==> src/rtl/uart_pkg.sv <==
// Shared UART definitions: receiver FSM encodings, line-level constants, 3-way vote helper.
// Latency: n/a (types and constants only).
// Backpressure: n/a. Ports: none. Imported by uart_rx, uart_rx_sync and the UART transmitter.
package uart_pkg;

  // Receiver FSM encodings. PARITY only has a path into it when parity is compiled in.
  typedef enum logic [2:0] {
    ST_IDLE   = 3'd0,
    ST_START  = 3'd1,
    ST_DATA   = 3'd2,
    ST_PARITY = 3'd3,
    ST_STOP   = 3'd4
  } uart_rx_state_e;

  // Line levels. These are shared with the transmitter so both ends agree on frame polarity.
  localparam logic LINE_IDLE = 1'b1;
  localparam logic START_BIT = 1'b0;
  localparam logic STOP_BIT  = 1'b1;

  // 2-of-3 majority.
  function automatic logic maj3(input logic a, input logic b, input logic c);
    return (a & b) | (a & c) | (b & c);
  endfunction

endpackage

==> src/rtl/uart_rx_if.sv <==
// Byte-side and line-side signal bundle of the UART receiver.
// Latency: n/a (wiring only). Backpressure: none. Bytes are strobed out and not handshaken.
// Signals: rxd, smp_pulse (towards the receiver); rx_data, rx_vld, frame_err, rx_busy
// (and parity_err when UART_RX_PARITY_EN is defined) from the receiver.
interface uart_rx_if #(
  parameter int DATA_BITS = 8
);
  logic                 rxd;
  logic                 smp_pulse;
  logic [DATA_BITS-1:0] rx_data;
  logic                 rx_vld;
  logic                 frame_err;
  logic                 rx_busy;
`ifdef UART_RX_PARITY_EN
  logic                 parity_err;

  modport slave (
    input  rxd, smp_pulse,
    output rx_data, rx_vld, frame_err, rx_busy, parity_err
  );
  modport master (
    output rxd, smp_pulse,
    input  rx_data, rx_vld, frame_err, rx_busy, parity_err
  );
`else
  modport slave (
    input  rxd, smp_pulse,
    output rx_data, rx_vld, frame_err, rx_busy
  );
  modport master (
    output rxd, smp_pulse,
    input  rx_data, rx_vld, frame_err, rx_busy
  );
`endif
endinterface

==> src/rtl/uart_rx_sync.sv <==
// Purpose: 2-flop synchroniser for rxd, plus a 3-sample majority vote around mid-bit.
// Latency: rxd_s_o trails rxd_i by 2 clk_sys. vote_o is valid on the smp_pulse at OVERSAMPLE/2+1.
// Backpressure: none. Ports: rxd_i/smp_pulse_i/smp_cnt_i in; rxd_s_o (synchronised line), vote_o out.
module uart_rx_sync
  import uart_pkg::*;
#(
  parameter int OVERSAMPLE = 16,
  parameter int CW         = $clog2(OVERSAMPLE)
) (
  input  logic          clk_sys,
  input  logic          rst_sys,
  input  logic          rxd_i,
  input  logic          smp_pulse_i,
  input  logic [CW-1:0] smp_cnt_i,
  output logic          rxd_s_o,
  output logic          vote_o
);

  localparam logic [CW-1:0] CNT_LO  = CW'(OVERSAMPLE/2 - 1);
  localparam logic [CW-1:0] CNT_MID = CW'(OVERSAMPLE/2);

  logic meta_q, sync_q;
  logic samp_lo_q, samp_mid_q;

  always_ff @(posedge clk_sys) begin
    if (rst_sys) begin
      meta_q     <= LINE_IDLE;
      sync_q     <= LINE_IDLE;
      samp_lo_q  <= LINE_IDLE;
      samp_mid_q <= LINE_IDLE;
    end else begin
      meta_q <= rxd_i;
      sync_q <= meta_q;
      if (smp_pulse_i && (smp_cnt_i == CNT_LO))  samp_lo_q  <= sync_q;
      if (smp_pulse_i && (smp_cnt_i == CNT_MID)) samp_mid_q <= sync_q;
    end
  end

  assign rxd_s_o = sync_q;
  // The third sample is the live line on the decision pulse itself, so no flop is needed for it.
  assign vote_o  = maj3(samp_lo_q, samp_mid_q, sync_q);

endmodule

==> src/rtl/uart_rx.sv <==
// Purpose: UART receiver. Turns 8N1 frames on rxd into bytes (8-parity-1 with UART_RX_PARITY_EN).
// Latency: rx_vld/frame_err are strobed 1 clk_sys after the smp_pulse at stop-bit mid-decision.
// Backpressure: none. rx_data is held until the next good frame, and the consumer must take each rx_vld.
// Ports: clk_sys, rst_sys (sync, active-high); rx_if (slave): rxd, smp_pulse in;
// rx_data, rx_vld, frame_err, rx_busy out, and parity_err out when UART_RX_PARITY_EN is defined.
module uart_rx
  import uart_pkg::*;
#(
  parameter int OVERSAMPLE = 16,
  parameter int DATA_BITS  = 8,
  parameter int PARITY_ODD = 1
) (
  input  logic     clk_sys,
  input  logic     rst_sys,
  uart_rx_if.slave rx_if
);

  localparam int CW = $clog2(OVERSAMPLE);
  localparam int BW = $clog2(DATA_BITS);

  localparam logic [CW-1:0] CNT_LAST = CW'(OVERSAMPLE - 1);
  localparam logic [CW-1:0] CNT_DEC  = CW'(OVERSAMPLE/2 + 1);
  localparam logic [CW-1:0] CNT_ONE  = CW'(1);
  localparam logic [BW-1:0] BIT_LAST = BW'(DATA_BITS - 1);

  // Out-of-range parameters are rejected at elaboration.
  if ((OVERSAMPLE < 8) || (OVERSAMPLE > 16) || ((OVERSAMPLE % 2) != 0)) begin : g_bad_os
    $error("uart_rx: OVERSAMPLE must be even and in 8..16");
  end
  if ((DATA_BITS < 5) || (DATA_BITS > 8)) begin : g_bad_db
    $error("uart_rx: DATA_BITS must be in 5..8");
  end
  if ((PARITY_ODD != 0) && (PARITY_ODD != 1)) begin : g_bad_par
    $error("uart_rx: PARITY_ODD must be 0 or 1");
  end

  uart_rx_state_e       state_q;
  logic [CW-1:0]        smp_cnt_q, smp_cnt_d;
  logic [BW-1:0]        bit_cnt_q;
  logic [DATA_BITS-1:0] shreg_q;
  logic                 rxd_q;
  logic [DATA_BITS-1:0] rx_data_q;
  logic                 rx_vld_q, frame_err_q, rx_busy_q;

  logic rxd_s, vote;
  logic mid_dec, at_bnd, par_bad;

  uart_rx_sync #(
    .OVERSAMPLE (OVERSAMPLE)
  ) u_sync (
    .clk_sys     (clk_sys),
    .rst_sys     (rst_sys),
    .rxd_i       (rx_if.rxd),
    .smp_pulse_i (rx_if.smp_pulse),
    .smp_cnt_i   (smp_cnt_q),
    .rxd_s_o     (rxd_s),
    .vote_o      (vote)
  );

  always_comb begin
    smp_cnt_d = (smp_cnt_q == CNT_LAST) ? '0 : smp_cnt_q + 1'b1;
    mid_dec   = (smp_cnt_q == CNT_DEC);
    at_bnd    = (smp_cnt_q == CNT_LAST);
  end

`ifdef UART_RX_PARITY_EN
  localparam logic PAR_SENSE = (PARITY_ODD != 0);
  logic par_bit_q, parity_err_q;
  // The received parity bit differs from XOR(data) ^ sense.
  assign par_bad = par_bit_q ^ (^shreg_q) ^ PAR_SENSE;
`else
  assign par_bad = 1'b0;
`endif

  always_ff @(posedge clk_sys) begin
    if (rst_sys) begin
      state_q     <= ST_IDLE;
      smp_cnt_q   <= '0;
      bit_cnt_q   <= '0;
      shreg_q     <= '0;
      // rxd_q resets low, so the line has to be seen high on a sample before a fall can start
      // a frame. This way a line that is low through reset cannot fake a start edge.
      rxd_q       <= 1'b0;
      rx_data_q   <= '0;
      rx_vld_q    <= 1'b0;
      frame_err_q <= 1'b0;
      rx_busy_q   <= 1'b0;
`ifdef UART_RX_PARITY_EN
      par_bit_q    <= 1'b0;
      parity_err_q <= 1'b0;
`endif
    end else begin
      rx_vld_q    <= 1'b0;
      frame_err_q <= 1'b0;
`ifdef UART_RX_PARITY_EN
      parity_err_q <= 1'b0;
`endif
      if (rx_if.smp_pulse) begin
        rxd_q <= rxd_s;
        unique case (state_q)
          ST_IDLE: begin
            // Only a high-to-low transition starts a frame, so a held break stays idle.
            if ((rxd_q == LINE_IDLE) && (rxd_s == START_BIT)) begin
              state_q   <= ST_START;
              smp_cnt_q <= CNT_ONE;
              rx_busy_q <= 1'b1;
            end
          end
          ST_START: begin
            smp_cnt_q <= smp_cnt_d;
            if (mid_dec && (vote != START_BIT)) begin
              state_q   <= ST_IDLE;
              smp_cnt_q <= '0;
              rx_busy_q <= 1'b0;
            end else if (at_bnd) begin
              state_q   <= ST_DATA;
              bit_cnt_q <= '0;
            end
          end
          ST_DATA: begin
            smp_cnt_q <= smp_cnt_d;
            if (mid_dec) shreg_q <= {vote, shreg_q[DATA_BITS-1:1]};
            if (at_bnd) begin
              if (bit_cnt_q == BIT_LAST) begin
                bit_cnt_q <= '0;
`ifdef UART_RX_PARITY_EN
                state_q   <= ST_PARITY;
`else
                state_q   <= ST_STOP;
`endif
              end else begin
                bit_cnt_q <= bit_cnt_q + 1'b1;
              end
            end
          end
`ifdef UART_RX_PARITY_EN
          ST_PARITY: begin
            smp_cnt_q <= smp_cnt_d;
            if (mid_dec) par_bit_q <= vote;
            if (at_bnd)  state_q   <= ST_STOP;
          end
`endif
          ST_STOP: begin
            smp_cnt_q <= smp_cnt_d;
            // Leave at mid-stop rather than at the boundary. That leaves half a bit to catch
            // the next start edge when frames are back to back.
            if (mid_dec) begin
              state_q   <= ST_IDLE;
              smp_cnt_q <= '0;
              rx_busy_q <= 1'b0;
              if (vote == STOP_BIT) begin
                if (!par_bad) begin
                  rx_data_q <= shreg_q;
                  rx_vld_q  <= 1'b1;
                end
              end else begin
                frame_err_q <= 1'b1;
              end
`ifdef UART_RX_PARITY_EN
              parity_err_q <= par_bad;
`endif
            end
          end
          default: begin
            state_q   <= ST_IDLE;
            smp_cnt_q <= '0;
            rx_busy_q <= 1'b0;
          end
        endcase
      end
    end
  end

  assign rx_if.rx_data   = rx_data_q;
  assign rx_if.rx_vld    = rx_vld_q;
  assign rx_if.frame_err = frame_err_q;
  assign rx_if.rx_busy   = rx_busy_q;
`ifdef UART_RX_PARITY_EN
  assign rx_if.parity_err = parity_err_q;
`endif

endmodule

==> src/flat_wrapper.sv <==
// flat-port wrapper written by rule: the top's interface ports become plain ports
module uart_rx_flat import uart_pkg::*;
#(
  parameter int OVERSAMPLE = 16,
  parameter int DATA_BITS  = 8,
  parameter int PARITY_ODD = 1
)
  (clk_sys, rst_sys, rx_if_rxd, rx_if_smp_pulse, rx_if_rx_data, rx_if_rx_vld, rx_if_frame_err, rx_if_rx_busy);
  uart_rx_if #(.DATA_BITS(DATA_BITS)) rx_if_i ();
  input  logic clk_sys;
  input  logic rst_sys;
  input wire logic [$bits(rx_if_i.rxd)-1:0] rx_if_rxd;
  input wire logic [$bits(rx_if_i.smp_pulse)-1:0] rx_if_smp_pulse;
  output wire logic [$bits(rx_if_i.rx_data)-1:0] rx_if_rx_data;
  output wire logic [$bits(rx_if_i.rx_vld)-1:0] rx_if_rx_vld;
  output wire logic [$bits(rx_if_i.frame_err)-1:0] rx_if_frame_err;
  output wire logic [$bits(rx_if_i.rx_busy)-1:0] rx_if_rx_busy;
  assign rx_if_i.rxd = rx_if_rxd;
  assign rx_if_i.smp_pulse = rx_if_smp_pulse;
  assign rx_if_rx_data = rx_if_i.rx_data;
  assign rx_if_rx_vld = rx_if_i.rx_vld;
  assign rx_if_frame_err = rx_if_i.frame_err;
  assign rx_if_rx_busy = rx_if_i.rx_busy;
  uart_rx #(.OVERSAMPLE(OVERSAMPLE), .DATA_BITS(DATA_BITS), .PARITY_ODD(PARITY_ODD)) u_core (.clk_sys(clk_sys), .rst_sys(rst_sys), .rx_if(rx_if_i));
endmodule
==> config.mk <==
export PLATFORM = sky130hd
export DESIGN_NAME = uart_rx_flat
export DESIGN_NICKNAME = d
export VERILOG_FILES = /design/src/rtl/uart_pkg.sv /design/src/rtl/uart_rx_if.sv /design/src/rtl/uart_rx_sync.sv /design/src/rtl/uart_rx.sv /design/src/flat_wrapper.sv
export SDC_FILE = /design/constraint.sdc
export NUM_CORES = 1
export LEC_CHECK = 0
export BUFFER_PORTS_ARGS = -buffer_cell sky130_fd_sc_hd__clkbuf_2
export CORE_MARGIN = 2
export CORE_UTILIZATION = 30
export CTS_CLUSTER_SIZE = 16
export DETAILED_ROUTE_END_ITERATION = 12
export PLACE_DENSITY_LB_ADDON = 0.15
export SLEW_MARGIN = 20
export SYNTH_ARGS = -nofsm -noshare
export SYNTH_HDL_FRONTEND = slang
export SYNTH_SLANG_ARGS = --single-unit
==> constraint.sdc <==
create_clock -name clk_sys -period 2.5 [get_ports clk_sys]
set_input_delay 0.75 -clock clk_sys [delete_from_list [all_inputs] [get_ports clk_sys]]
set_output_delay 0.75 -clock clk_sys [all_outputs]
set_load 0.01 [all_outputs]
=== Word level (Yosys, flattened, before mapping) ===
Index checks and enable logic that the tools add are counted.

* Memory bits (writable): 0
* Logic and storage cells: 77
* ROM bits: 0
* Bits in latches: 0
* Register bits: 34
* Bits of input ports: 4
* Output and inout bits: 11
* Memories kept: 0

* Add/subtract/negate cells: 2
* Shift-type cells: 0
* Multiply operators: 0
* $lt $le $gt $ge: 0
* Mux-type cells: 23
* Div/mod/pow operators: 0
* Eq/ne operators: 16
* Reduce and logical (&&, ||, !) cells: 13
* Bitwise gates (word level): 10

{| class="wikitable"
|+ Operators by type and width
! cell !! number
|-
| 2-to-1 mux 3 bit || 10
|-
| 2-to-1 mux 4 bit || 4
|-
| one-hot mux 4 bit (4 select lines) || 1
|-
| == test 4 bit (second input constant) || 3
|-
| inequality test 2 x 1 -> 1 bit (second input constant) || 6
|-
| one-hot mux 3 bit (4 select lines) || 1
|-
| AND reduction 5 bit || 2
|-
| == test 3 bit (second input constant) || 2
|-
| one-hot mux 3 bit (2 select lines) || 1
|-
| AND reduction 6 bit || 1
|-
| 2-to-1 mux 1 bit || 5
|-
| inverter 1 bit || 5
|-
| adder 4 x 1 -> 4 bit (second input constant) || 1
|-
| == test 4 x 3 -> 1 bit (second input constant) || 1
|-
| logical AND 1 bit || 4
|-
| one-hot mux 1 bit (4 select lines) || 1
|-
| AND reduction 4 bit || 1
|-
| OR reduction 4 bit || 1
|-
| adder 3 x 1 -> 3 bit (second input constant) || 1
|-
| bitwise AND 1 bit || 3
|-
| == test 3 x 1 -> 1 bit (second input constant) || 1
|-
| == test 3 x 2 -> 1 bit (second input constant) || 1
|-
| zero test 3 bit || 1
|-
| inequality test 3 x 1 -> 1 bit (second input constant) || 1
|-
| 5 further kinds || 6
|}

=== Depth between registers and ports, before layout ===
* Word-level depth: 6
* Mapped depth: 9
* Mapped depth without buffers: 7

=== Hierarchy ===
A second synthesis with hierarchy kept.

* Cells, all modules: 159
* Area, all modules: 1514.0 sq um

{| class="wikitable"
|+ Modules (own cells, without submodules)
! module !! instances !! cells an instance !! area each (sq um)
|-
| uart_rx || 1 || 143 || 1348.8
|-
| uart_rx_sync || 1 || 16 || 165.2
|}

=== Worst setup path before layout ===
No wires, ideal clock.

* Path kind: input to register
* From: input rx_if_smp_pulse
* To: register u_core.rx_data_q[0] (netlist: u_core.rx_if.rx_data[0])
* Slack: 0.632 ns
* Path buffers: 2
* Stages: 6
* Data arrival time: 1.741 ns
* Cells stage by stage: clkbuf_1 nand4_2 or2_1 buf_6 mux2i_1 nor2_1

* Longest elaborated chain between the ends: 1

{| class="wikitable"
|+ Ends and longest elaborated chain
! what !! line !! source
|-
| start, declared || flat_wrapper.sv:13 || <nowiki>input wire logic [$bits(rx_if_i.smp_pulse)-1:0] rx_if_smp_pulse;</nowiki>
|-
| AND reduction 4 bit (no line) || n/a ||
|-
| end signal, assigned || uart_rx.sv:153 || <nowiki>rx_data_q <= shreg_q;</nowiki>
|-
| end, declared || uart_rx.sv:42 || <nowiki>logic [DATA_BITS-1:0] rx_data_q;</nowiki>
|}

Every way passes these cells.
A chain may end at the register's enable or synchronous reset.

=== Worst setup path in the final report ===
* From: register u_core.state_q[1]
* To: register u_core.shreg_q[4]

* Longest elaborated chain between the ends: 2

{| class="wikitable"
|+ Ends and longest elaborated chain
! what !! line !! source
|-
| start, declared || uart_rx.sv:37 || <nowiki>uart_rx_state_e state_q;</nowiki>
|-
| start signal, assigned || uart_rx.sv:77 || <nowiki>state_q <= ST_IDLE;</nowiki>
|-
| start signal, assigned || uart_rx.sv:104 || <nowiki>state_q <= ST_START;</nowiki>
|-
| start signal, assigned || uart_rx.sv:112 || <nowiki>state_q <= ST_IDLE;</nowiki>
|-
| == test 3 x 2 -> 1 bit || uart_rx.sv:100 || <nowiki>unique case (state_q)</nowiki>
|-
| AND reduction 3 bit (no line) || n/a ||
|-
| end signal, assigned || uart_rx.sv:122 || <nowiki>if (mid_dec) shreg_q <= {vote, shreg_q[DATA_BITS-1:1]};</nowiki>
|-
| end, declared || uart_rx.sv:40 || <nowiki>logic [DATA_BITS-1:0] shreg_q;</nowiki>
|}

Every way passes these cells.

==> impl_metrics.yaml <==
route:
  dr_wl_met2_um: 1260
  drtIter0Drc: 47
  wire_per_inst_um: 11.9
  met1_length_um: 1410
  routed-wl-met3_um: 139
  top_layer_used: "met4"
  remaining_drc_errors: 0
  drt-pass1-iter-count: 4
  drt-vias-per-instance: 4.71
  via_count: 1135
  postRouteAntennaNets: 0
  routed_wl_um: 2870
synth:
  synthFlopType: "dfxtp_1"
  synth_seq_cells: 34
  async_flop_share: 0
  seq_area_frac_synth: 0.449
  synth_top_area_frac: 0.449
  ys_types: 39
  yosysWarnings: 0
  yosys.area.top_type: "dfxtp_1"
  synth_fp_nets: 172
  avgSynthCellArea_um2: 9.30
  netlist_instances: 163
  synth_edf_count: 0
  syn_area_um2: 1520
  synthTopCellsByArea: "dfxtp_1 45%, mux2i_1 12%, nor2_1 7.2%"
layout:
  area_growth_pct: 11.3
  mostFrequentLayoutCells: "34 x dfxtp_1, 29 x nor2_1, 18 x mux2i_1, 14 x clkbuf_2, 12 x a21oi_1"
  drive_gt1_frac: 0.178
  layout_commonest_cell: "dfxtp_1"
  nets: 183
  diodes: 0
clock_tree:
  clockBufferDepth: 2
  cts_root_buffer: "clkbuf_8"
  tritoncts: "built"
  cts.repair.resized: 0
  cts_setup_buffers: 0
  insertion_delay_ps: 280
  ctsHoldBuffers: 0
  clk_pin_slew_ps: 60
  htreeDepth: 2
  cts_made_buffers: 5
  clock-sinks: 34
job:
  cap_violations: 0
timing:
  fin_crit_sh: 0.739
  fin_skew_ps: 4.97
  timing.final.crit_period_ps: 1850
  whs_ps: 416
  slew_violations: 0
  tightestPinTransition_ps: 683
  rsz0062_at_grt: "false"
  fmax_mhz: 541
  final-hold-violation-count: 0
  setup-tns-final_ps: 0
  setup_viol: 0
  max_slew_margin: 0.545
floorplanning:
  initial_core_util: 0.317
  ios: 15
  die_w_um: 75.1
  rows: 25
  die_area_um2: 5640
  dieHeight_um: 75.1
  core_area_um2: 4790
power_and_ir_drop:
  ir_drop_mv: 0.264
  power.density_nw_per_um2: 565
  p_leak_uw: 0.000703
global_route:
  grt_first_pass_wirelength_um: 5110
  grt_pass1_vias: 1146
  grt_overflow: 0
  grt_max_degree: 35
  grt_use_total: 0.120
  antenna_found_initial: 0
hold_path:
  min_path_type: "reg2reg"
critical_path:
  cp-start-kind: "register"
  path_cells: "nor3b_2, and3_1, mux2i_1, nor2_1"
  cpMaxStageDelayCell: "and3_1"
  end_kind: "register"
  worst_path_dominant_cell_family: "simple AND/OR/NAND/NOR gates"
  crit_type: "reg2reg"
  worstPathArrival_ps: 1990
  max_stage_delay_ps: 520
  cp.required_ps: 2640
  path_buf_inv: 0
  critPathMaxFanout: 10
place:
  globalplace.congestion: 0.710
  io_buffers: 14
  dp_hpwl_um: 2000
run_status:
  status: "completed"
## state kept, by name (all words and copies together) (netlist names), 3 cells and up
name,cells
u_core.bit_cnt_q,3
u_core.shreg_q,8
u_core.smp_cnt_q,4
u_core.rx_if.rx_data,8
u_core.state_q,3
## worst reg2reg max path: stages, from the launching register on
cell	delay, ps
dfxtp_1	500
nor3b_2	380
and3_1	520
mux2i_1	260
nor2_1	50
## power breakdown
group | internal [µW] | total [µW] | switching, µW
registers | 546 | 550 | 3.87
logic | 9.96 | 29.2 | 19.2
clock network | 187 | 375 | 188
## layer usage
metal / track usage / vias to the layer above
li1: - / 584
met3: 0.0495 / 6
met5: 0 / -
met4: 0.0575 / 0
met2: 0.176 / 13
met1: 0.152 / 532
## final timing paths
path	start	to	slack [ps]	cells after the start
max	u_core.state_q[1]$_SDFFE_PP0P_	u_core.shreg_q[4]$_SDFFE_PP0P_	650	4
min	u_core.u_sync.meta_q$_SDFF_PP1_	u_core.u_sync.rxd_s_o$_SDFF_PP1_	420	1
max reg2reg	u_core.state_q[1]$_SDFFE_PP0P_	u_core.shreg_q[4]$_SDFFE_PP0P_	650	4
min reg2reg	u_core.u_sync.meta_q$_SDFF_PP1_	u_core.u_sync.rxd_s_o$_SDFF_PP1_	420	1
## cells in the mapped netlist (2+ instances only)
master    count
dfxtp_1      34
nor4_1        2
mux2i_1      18
a21oi_1      12
nand2_1       9
buf_4         2
clkbuf_1      5
ha_1          5
nand3_1       4
or2_2         2
nand4_1       3
inv_1         6
nor3_1        2
and3_1        3
nor2_1       29
o21ai_1       2
a211o_1       2
buf_6         2
## cells by family (layout without fill, tap and decap cells)
kind of cell | after synthesis | in the layout | synth area share
buffers and inverters | 17 | 28 | 0.0578
adders and majority gates | 6 | 6 | 0.0479
xor gates and xnor gates | 1 | 1 | 0.00578
and+or+nand+nor | 62 | 62 | 0.205
DFF | 34 | 34 | 0.449
muxes | 18 | 18 | 0.119
AOI/OAI and AO/OA | 25 | 25 | 0.116
## per-stage QoR
step,total power [µW],instances,util,setup slack [ps],area [µm²]
finish,954,241,0.352,652,1690
CTS,973,241,0.352,630,1690
floorplan,585,163,-,632,1520
detailed placement,592,234,0.336,546,1610
global placement,591,234,0.336,572,1610
global route,1010,241,0.352,462,1690
## final cells by class
type	count	area, µm²
timing repair buffer	14	70.1
clock inverter	2	10.0
clock buffer	5	68.8
fill	504	3100
tap	67	83.8
sequential	34	681
multi-input combinational	112	747
inverter	7	26.3
(Power assumes the default switching activity.)
